File: config.mk
export PLATFORM = sky130hd
export DESIGN_NAME = calc_seq_ctrl
export DESIGN_NICKNAME = d
export VERILOG_FILES = /design/src/rtl/calc_pkg.sv /design/src/rtl/calc_seq_ctrl_wait_timer.sv /design/src/rtl/calc_seq_ctrl.sv
export SDC_FILE = /design/constraint.sdc
export NUM_CORES = 1
export LEC_CHECK = 0
export CORE_ASPECT_RATIO = 2
export CORE_UTILIZATION = 39
export DETAILED_ROUTE_END_ITERATION = 7
export PLACE_DENSITY = 0.71
export SLEW_MARGIN = 25
export SYNTH_ARGS = -nofsm -noshare
export SYNTH_HDL_FRONTEND = slang
export SYNTH_SLANG_ARGS = --single-unit
File: constraint.sdc
create_clock -name clk -period 1.57 [get_ports clk]
set_input_delay 0.157 -clock clk [delete_from_list [all_inputs] [get_ports clk]]
set_output_delay 0.157 -clock clk [all_outputs]
set_load 0.02 [all_outputs]
File: src/rtl/calc_pkg.sv
// Shared types and constants for the calculator entry sequencer.
package calc_pkg;

  // Sequencer states.
  typedef enum logic [2:0] {
    S_A      = 3'd0,
    S_OP     = 3'd1,
    S_B      = 3'd2,
    S_EXEC   = 3'd3,
    S_WAIT   = 3'd4,
    S_RESULT = 3'd5,
    S_ERR    = 3'd6
  } state_t;

  // Bit positions within the key pulse bus.
  localparam int P_NEXT = 0;
  localparam int P_EQ   = 1;
  localparam int P_CLR  = 2;
  localparam int P_MEM  = 3;
  localparam int P_NEG  = 4;

  // Memory flag bus encodings.
  localparam logic [4:0] MEM_RECALL = 5'b10010;
  localparam logic [4:0] MEM_STORE  = 5'b10001;
  localparam logic [4:0] MEM_IDLE   = 5'b00000;

  // Operation codes.
  localparam logic [1:0] OP_ADD = 2'd0;
  localparam logic [1:0] OP_SUB = 2'd1;
  localparam logic [1:0] OP_MUL = 2'd2;
  localparam logic [1:0] OP_DIV = 2'd3;

  // Error codes.
  localparam logic [1:0] ERR_NONE    = 2'd0;
  localparam logic [1:0] ERR_ALU     = 2'd1;
  localparam logic [1:0] ERR_TIMEOUT = 2'd2;

endpackage

File: src/rtl/calc_seq_ctrl_wait_timer.sv
// Wait counter for the ALU handshake: cleared on start, counts while
// enabled, flags the terminal count TIMEOUT-1.
module calc_wait_timer #(
  parameter int TIMEOUT = 255,
  parameter int TW      = 8
) (
  input  logic clk,
  input  logic reset,
  input  logic clr_i,
  input  logic en_i,
  output logic tc_o
);

  logic [TW-1:0] cnt_q;
  logic [TW-1:0] cnt_d;

  // Clear takes priority over counting.
  always_comb begin
    cnt_d = cnt_q;
    if (clr_i) begin
      cnt_d = '0;
    end else if (en_i) begin
      cnt_d = cnt_q + 1'b1;
    end
  end

  // Counter register with synchronous reset.
  always_ff @(posedge clk) begin
    if (reset) begin
      cnt_q <= '0;
    end else begin
      cnt_q <= cnt_d;
    end
  end

  assign tc_o = (cnt_q == TW'(TIMEOUT - 1));

endmodule

File: src/rtl/calc_seq_ctrl.sv
// Calculator entry sequencer: turns key pulses into load flags, runs the
// ALU start/done handshake with a timeout, and emits one-cycle strobes.
module calc_seq_ctrl
  import calc_pkg::*;
#(
  parameter int TIMEOUT = 255,
  parameter int TW      = 8
) (
  input  logic       clk,
  input  logic       reset,
  input  logic [4:0] pulse,
  input  logic [1:0] op_sel,
  input  logic       alu_done,
  input  logic       alu_err,
  output logic       ld_a,
  output logic       ld_op,
  output logic       ld_b,
  output logic [1:0] op_code,
  output logic       alu_start,
  output logic       clear,
  output logic       clear_all,
  output logic       chain_a,
  output logic [4:0] mem_flag,
  output logic       result_valid,
  output logic       err,
  output logic [1:0] err_code
);

  state_t     state_q, state_d;
  logic [1:0] op_code_q, op_code_d;
  logic [1:0] err_code_q, err_code_d;
  logic       alu_start_q, alu_start_d;
  logic       clear_q, clear_d;
  logic       clear_all_q, clear_all_d;
  logic       chain_a_q, chain_a_d;
  logic [4:0] mem_flag_q, mem_flag_d;
  logic       timer_tc;
  logic       unused_neg;

  logic p_next, p_eq, p_clr, p_mem;
  assign p_next     = pulse[P_NEXT];
  assign p_eq       = pulse[P_EQ];
  assign p_clr      = pulse[P_CLR];
  assign p_mem      = pulse[P_MEM];
  // Negate is handled by the sign block, not here.
  assign unused_neg = pulse[P_NEG];

  calc_wait_timer #(
    .TIMEOUT (TIMEOUT),
    .TW      (TW)
  ) u_timer (
    .clk   (clk),
    .reset (reset),
    .clr_i (state_q == S_EXEC),
    .en_i  (state_q == S_WAIT),
    .tc_o  (timer_tc)
  );

  // Next-state and one-shot decode; priority clear > memory > equals > next.
  always_comb begin
    state_d     = state_q;
    op_code_d   = op_code_q;
    err_code_d  = err_code_q;
    alu_start_d = 1'b0;
    clear_d     = 1'b0;
    clear_all_d = 1'b0;
    chain_a_d   = 1'b0;
    mem_flag_d  = MEM_IDLE;
    case (state_q)
      S_A: begin
        if (p_clr) begin
          clear_d = 1'b1;
        end else if (p_mem) begin
          mem_flag_d = MEM_RECALL;
        end else if (p_next) begin
          state_d = S_OP;
        end
      end
      S_OP: begin
        if (p_clr) begin
          clear_all_d = 1'b1;
          state_d     = S_A;
        end else if (p_next) begin
          op_code_d = op_sel;
          state_d   = S_B;
        end
      end
      S_B: begin
        if (p_clr) begin
          clear_d = 1'b1;
        end else if (p_mem) begin
          mem_flag_d = MEM_RECALL;
        end else if (p_eq || p_next) begin
          state_d = S_EXEC;
        end
      end
      S_EXEC: begin
        alu_start_d = 1'b1;
        state_d     = S_WAIT;
      end
      S_WAIT: begin
        if (p_clr) begin
          clear_all_d = 1'b1;
          state_d     = S_A;
        end else if (alu_done) begin
          if (alu_err) begin
            err_code_d = ERR_ALU;
            state_d    = S_ERR;
          end else begin
            state_d = S_RESULT;
          end
        end else if (timer_tc) begin
          err_code_d = ERR_TIMEOUT;
          state_d    = S_ERR;
        end
      end
      S_RESULT: begin
        if (p_clr) begin
          clear_all_d = 1'b1;
          state_d     = S_A;
        end else if (p_mem) begin
          mem_flag_d = MEM_STORE;
        end else if (p_eq) begin
          chain_a_d = 1'b1;
          state_d   = S_EXEC;
        end else if (p_next) begin
          chain_a_d = 1'b1;
          state_d   = S_OP;
        end
      end
      S_ERR: begin
        if (p_clr) begin
          clear_all_d = 1'b1;
          err_code_d  = ERR_NONE;
          state_d     = S_A;
        end
      end
      default: begin
        state_d = S_A;
      end
    endcase
  end

  // State, latched operation/error and one-shot registers.
  always_ff @(posedge clk) begin
    if (reset) begin
      state_q     <= S_A;
      op_code_q   <= OP_ADD;
      err_code_q  <= ERR_NONE;
      alu_start_q <= 1'b0;
      clear_q     <= 1'b0;
      clear_all_q <= 1'b0;
      chain_a_q   <= 1'b0;
      mem_flag_q  <= MEM_IDLE;
    end else begin
      state_q     <= state_d;
      op_code_q   <= op_code_d;
      err_code_q  <= err_code_d;
      alu_start_q <= alu_start_d;
      clear_q     <= clear_d;
      clear_all_q <= clear_all_d;
      chain_a_q   <= chain_a_d;
      mem_flag_q  <= mem_flag_d;
    end
  end

  assign ld_a         = (state_q == S_A);
  assign ld_op        = (state_q == S_OP);
  assign ld_b         = (state_q == S_B);
  assign result_valid = (state_q == S_RESULT);
  assign err          = (state_q == S_ERR);
  assign op_code      = op_code_q;
  assign err_code     = err_code_q;
  assign alu_start    = alu_start_q;
  assign clear        = clear_q;
  assign clear_all    = clear_all_q;
  assign chain_a      = chain_a_q;
  assign mem_flag     = mem_flag_q;

endmodule

==> results.yml <==
synthesis:
  synth_area_per_cell_um2: 8.49
  synth_area_leaders: "dfxtp_1, nor2_1, xor2_1, a21oi_1, ha_1"
  synth_top_area_share_pct: 39.0
  yosysTopAreaCell: "dfxtp_1"
  synth_seq_cells: 22
  synthXorXnorAreaFrac_pct: 4.65
  ys_seq_area_share_pct: 39.0
  async_flop_share_pct: 0
  syn-cell-area_mm2: 0.00113
  ys_warn_count: 0
  synth_simple_gate_area_share_pct: 30.2
  muxShareOfSynthArea_pct: 3.77
  synth_fa_ha_area_share_pct: 2.21
  synth-main-ff-cell: "dfxtp_1"
  synth-edff-count: 0
  synthCells: 133
  yosys.cell_types.count: 45
  synth_top_family_by_area: "simple AND/OR/NAND/NOR gates"
  synth_compound_area_share_pct: 13.5
worst_hold_path:
  holdPathStages: 2
  hold_class: "reg -> reg"
pwr:
  p_per_area_mw_per_mm2: 751
  p_int_w: 0.000982
  ir_worst_vdd_mv: 0.524
  sequentialPowerShare_pct: 45.0
  p_switching_w: 0.000284
  p_sw_share_pct: 22.4
  pwr-share-comb_pct: 12.6
  power_frac_clock_pct: 42.5
  p_leak_nw: 0.720
run:
  cap_violations: 0
worst_setup_path:
  end_kind: "flip-flop"
  crit_arrival_ns: 1.74
  crit_path_max_fanout: 6
  slowest_stage: "dfxtp_4"
  r2r_cells: 5
  path_class: "reg -> reg"
  start_kind: "flip-flop"
  crit_chain: "buf_6 -> nor3b_4 -> o211ai_2 -> a31oi_4 -> mux2_4"
  critPathMaxStageDelay_ns: 0.36
  regToRegSetupSlack_ns: -0.009
  required_ns: 1.73
sta:
  worst_clock_skew_ns: 0.00637
  hold_violations: 0
  timing.fmax_mhz: 633
  timing.final.crit_period_ns: 1.58
  grt_setup_unrepaired: "yes"
  min_period_over_period_pct: 101
  final_max_slew_viol_count: 0
  setup_slack_ns: -0.00889
  whs_ns: 0.473
  setup_viol: 1
status:
  run_status: "finished, violations left"
  violations: "negative setup slack"
global_route:
  grt_pass1_wl_mm: 4.83
  grt_max_degree: 14
  grtUsageMet3_pct: 2.82
  grt_overflow: 0
  antenna_found_initial: 0
  grtUsageMet1_pct: 19.7
  grtUsageMet2_pct: 41.3
  busiest_layer: "met2"
  grt_usage_pct: 21.6
  grt_pass1_vias: 1142
placed_design:
  io_buffer_count: 25
  gp_congestion: 0.788
  hpwl_mm: 2.27
  post-place-cells: 203
  placed_area_mm2: 0.00156
finish:
  fin_area_mm2: 0.00169
  final_util_pct: 61.6
  drive_gt1_share_pct: 28.2
  multi_input_area_um2: 639
  nNetsFinal: 195
  layoutNonFillerInstCount: 210
  syn2layout_area_growth_pct: 49.3
  fill_cells: 231
  num_antenna_cells: 0
  seqCellArea_um2: 458
drt:
  vias: 1105
  drt_iter0_markers: 26
  wl_mm: 3.02
  route.antenna.remaining_nets: 0
  firstDrtPassIters: 5
  wl_per_cell_um: 14.4
  drc: 0
  post_drt_via_cell_ratio: 5.26
cts:
  cts_tree: "yes"
  cts_buffers: 3
  path_clk_slew_ns: 0.08
  clock_latency_ns: 0.27
  cts_sinks: 22
  cts-root-buf: "clkbuf_8"
  cts_buffer_depth: 2
  cts_max_level: 1
floorplanning:
  fp-row-count: 27
  core_area_mm2: 0.00274
  io_pins: 29
  dieArea_mm2: 0.00313
  die_y_um: 78.1
  initial_core_util_pct: 41.3
  chipWidth_um: 40.1
Yosys cell counts, types with 2 or more instances:
master and number:
nand3b_1 2, buf_4 2, dfxtp_1 22, nand4b_1 2
xor2_1 5, nand2_1 5, inv_1 5, o41ai_1 2
mux2i_1 2, o21ai_0 2, nand4_1 3, a211oi_1 2
and2_1 2, clkbuf_1 4, nand2b_1 4, nor2_1 29
buf_2 3, ha_1 2, nand3_1 3, a21oi_1 6
inv_2 2
worst paths after layout:
kind | from | end
setup / recovery | state_q[0]$_SDFFE_PP0P_ | state_q[2]$_SDFFE_PP0P_
hold reg to reg | err_code[0]$_SDFFE_PP0P_ | err_code[0]$_SDFFE_PP0P_
hold / removal | err_code[0]$_SDFFE_PP0P_ | err_code[0]$_SDFFE_PP0P_
setup reg to reg | state_q[0]$_SDFFE_PP0P_ | state_q[2]$_SDFFE_PP0P_
repair_timing:
action,in CTS,in global routing
hold buffers,0,0
buffers inserted,0,3
resized for setup,13,10
setup endpoints to repair,9,6
pin swaps,1,4
endpoints found under the hold margin,0,0
metal layers:
layer  routed length, um  share of wire (%)
met5                   0                  0
met4                 101                3.3
met3                 108                3.6
met2                1820                 60
met1                 991                 33
flip-flops by register name (all words and copies together) (netlist names):
| signal | count |
|---|---|
| alu_start | 1 |
| mem_flag | 3 |
| op_code | 2 |
| state_q | 3 |
| chain_a | 1 |
| u_timer.cnt_q | 8 |
| err_code | 2 |
| clear | 1 |
| clear_all | 1 |
kinds of logic (layout without fill, tap and decap cells):
logic type	after synthesis	count (layout)
AO/OA/AOI/OAI	19	19
XOR/XNOR	6	6
adder cells (fa/ha/maj)	2	2
buffers and inverters	16	63
flip-flops	22	22
multiplexers	4	4
other	1	2
AND/OR/NAND/NOR	63	63
critical path, delay by kind of cell (launching register included):
family / cells / cell delay, ns
compound gates: 2 / 0.43
flops: 1 / 0.36
mux: 1 / 0.32
simple gates: 1 / 0.22
buf+inv: 1 / 0.13
stage by stage:
| stage | setup TNS (ns) | setup slack (ns) | power (W) |
|---|---|---|---|
| 2_1_floorplan | 0 | 0.0107 | 0.000659 |
| 3_3_place_gp | -0.324 | -0.104 | 0.000735 |
| 3_5_place_dp | -0.552 | -0.149 | 0.000738 |
| 4_1_cts | 0 | 0.00507 | 0.00127 |
| 5_1_grt | -0.149 | -0.0537 | 0.00131 |
| 6_report | -0.00889 | -0.00889 | 0.00127 |
power by group through the flow:
stage | registers (W) | logic, W | clock network [W]
2_1_floorplan | 0.000589 | 0.0000698 | 0
3_3_place_gp | 0.000585 | 0.000150 | 0
3_5_place_dp | 0.000586 | 0.000152 | 0
4_1_cts | 0.000571 | 0.000151 | 0.000543
5_1_grt | 0.000571 | 0.000171 | 0.000564
6_report | 0.000570 | 0.000159 | 0.000538
cells in the final DEF (no fill, tap or decap), types with 3 or more instances in the layout:
cell	instances
nand2_1	5
dfxtp_2	5
dfxtp_1	14
xor2_1	5
nand4_1	3
nand2b_1	4
a21oi_1	6
dfxtp_4	3
buf_4	25
dlygate4sd2_1	4
clkdlybuf4s50_1	20
clkbuf_8	3
nor2_1	29
inv_1	5
cell type report:
cell class / instances / share of cell area, %
Clock buffer: 3 / 2.45
Multi-Input combinational cell: 96 / 37.9
Timing Repair Buffer: 52 / 27.0
Clock inverter: 1 / 1.78
Tap cell: 29 / 2.15
Sequential cell: 22 / 27.2
Inverter: 7 / 1.56
No activity file was read; power rests on OpenSTA's default activity.
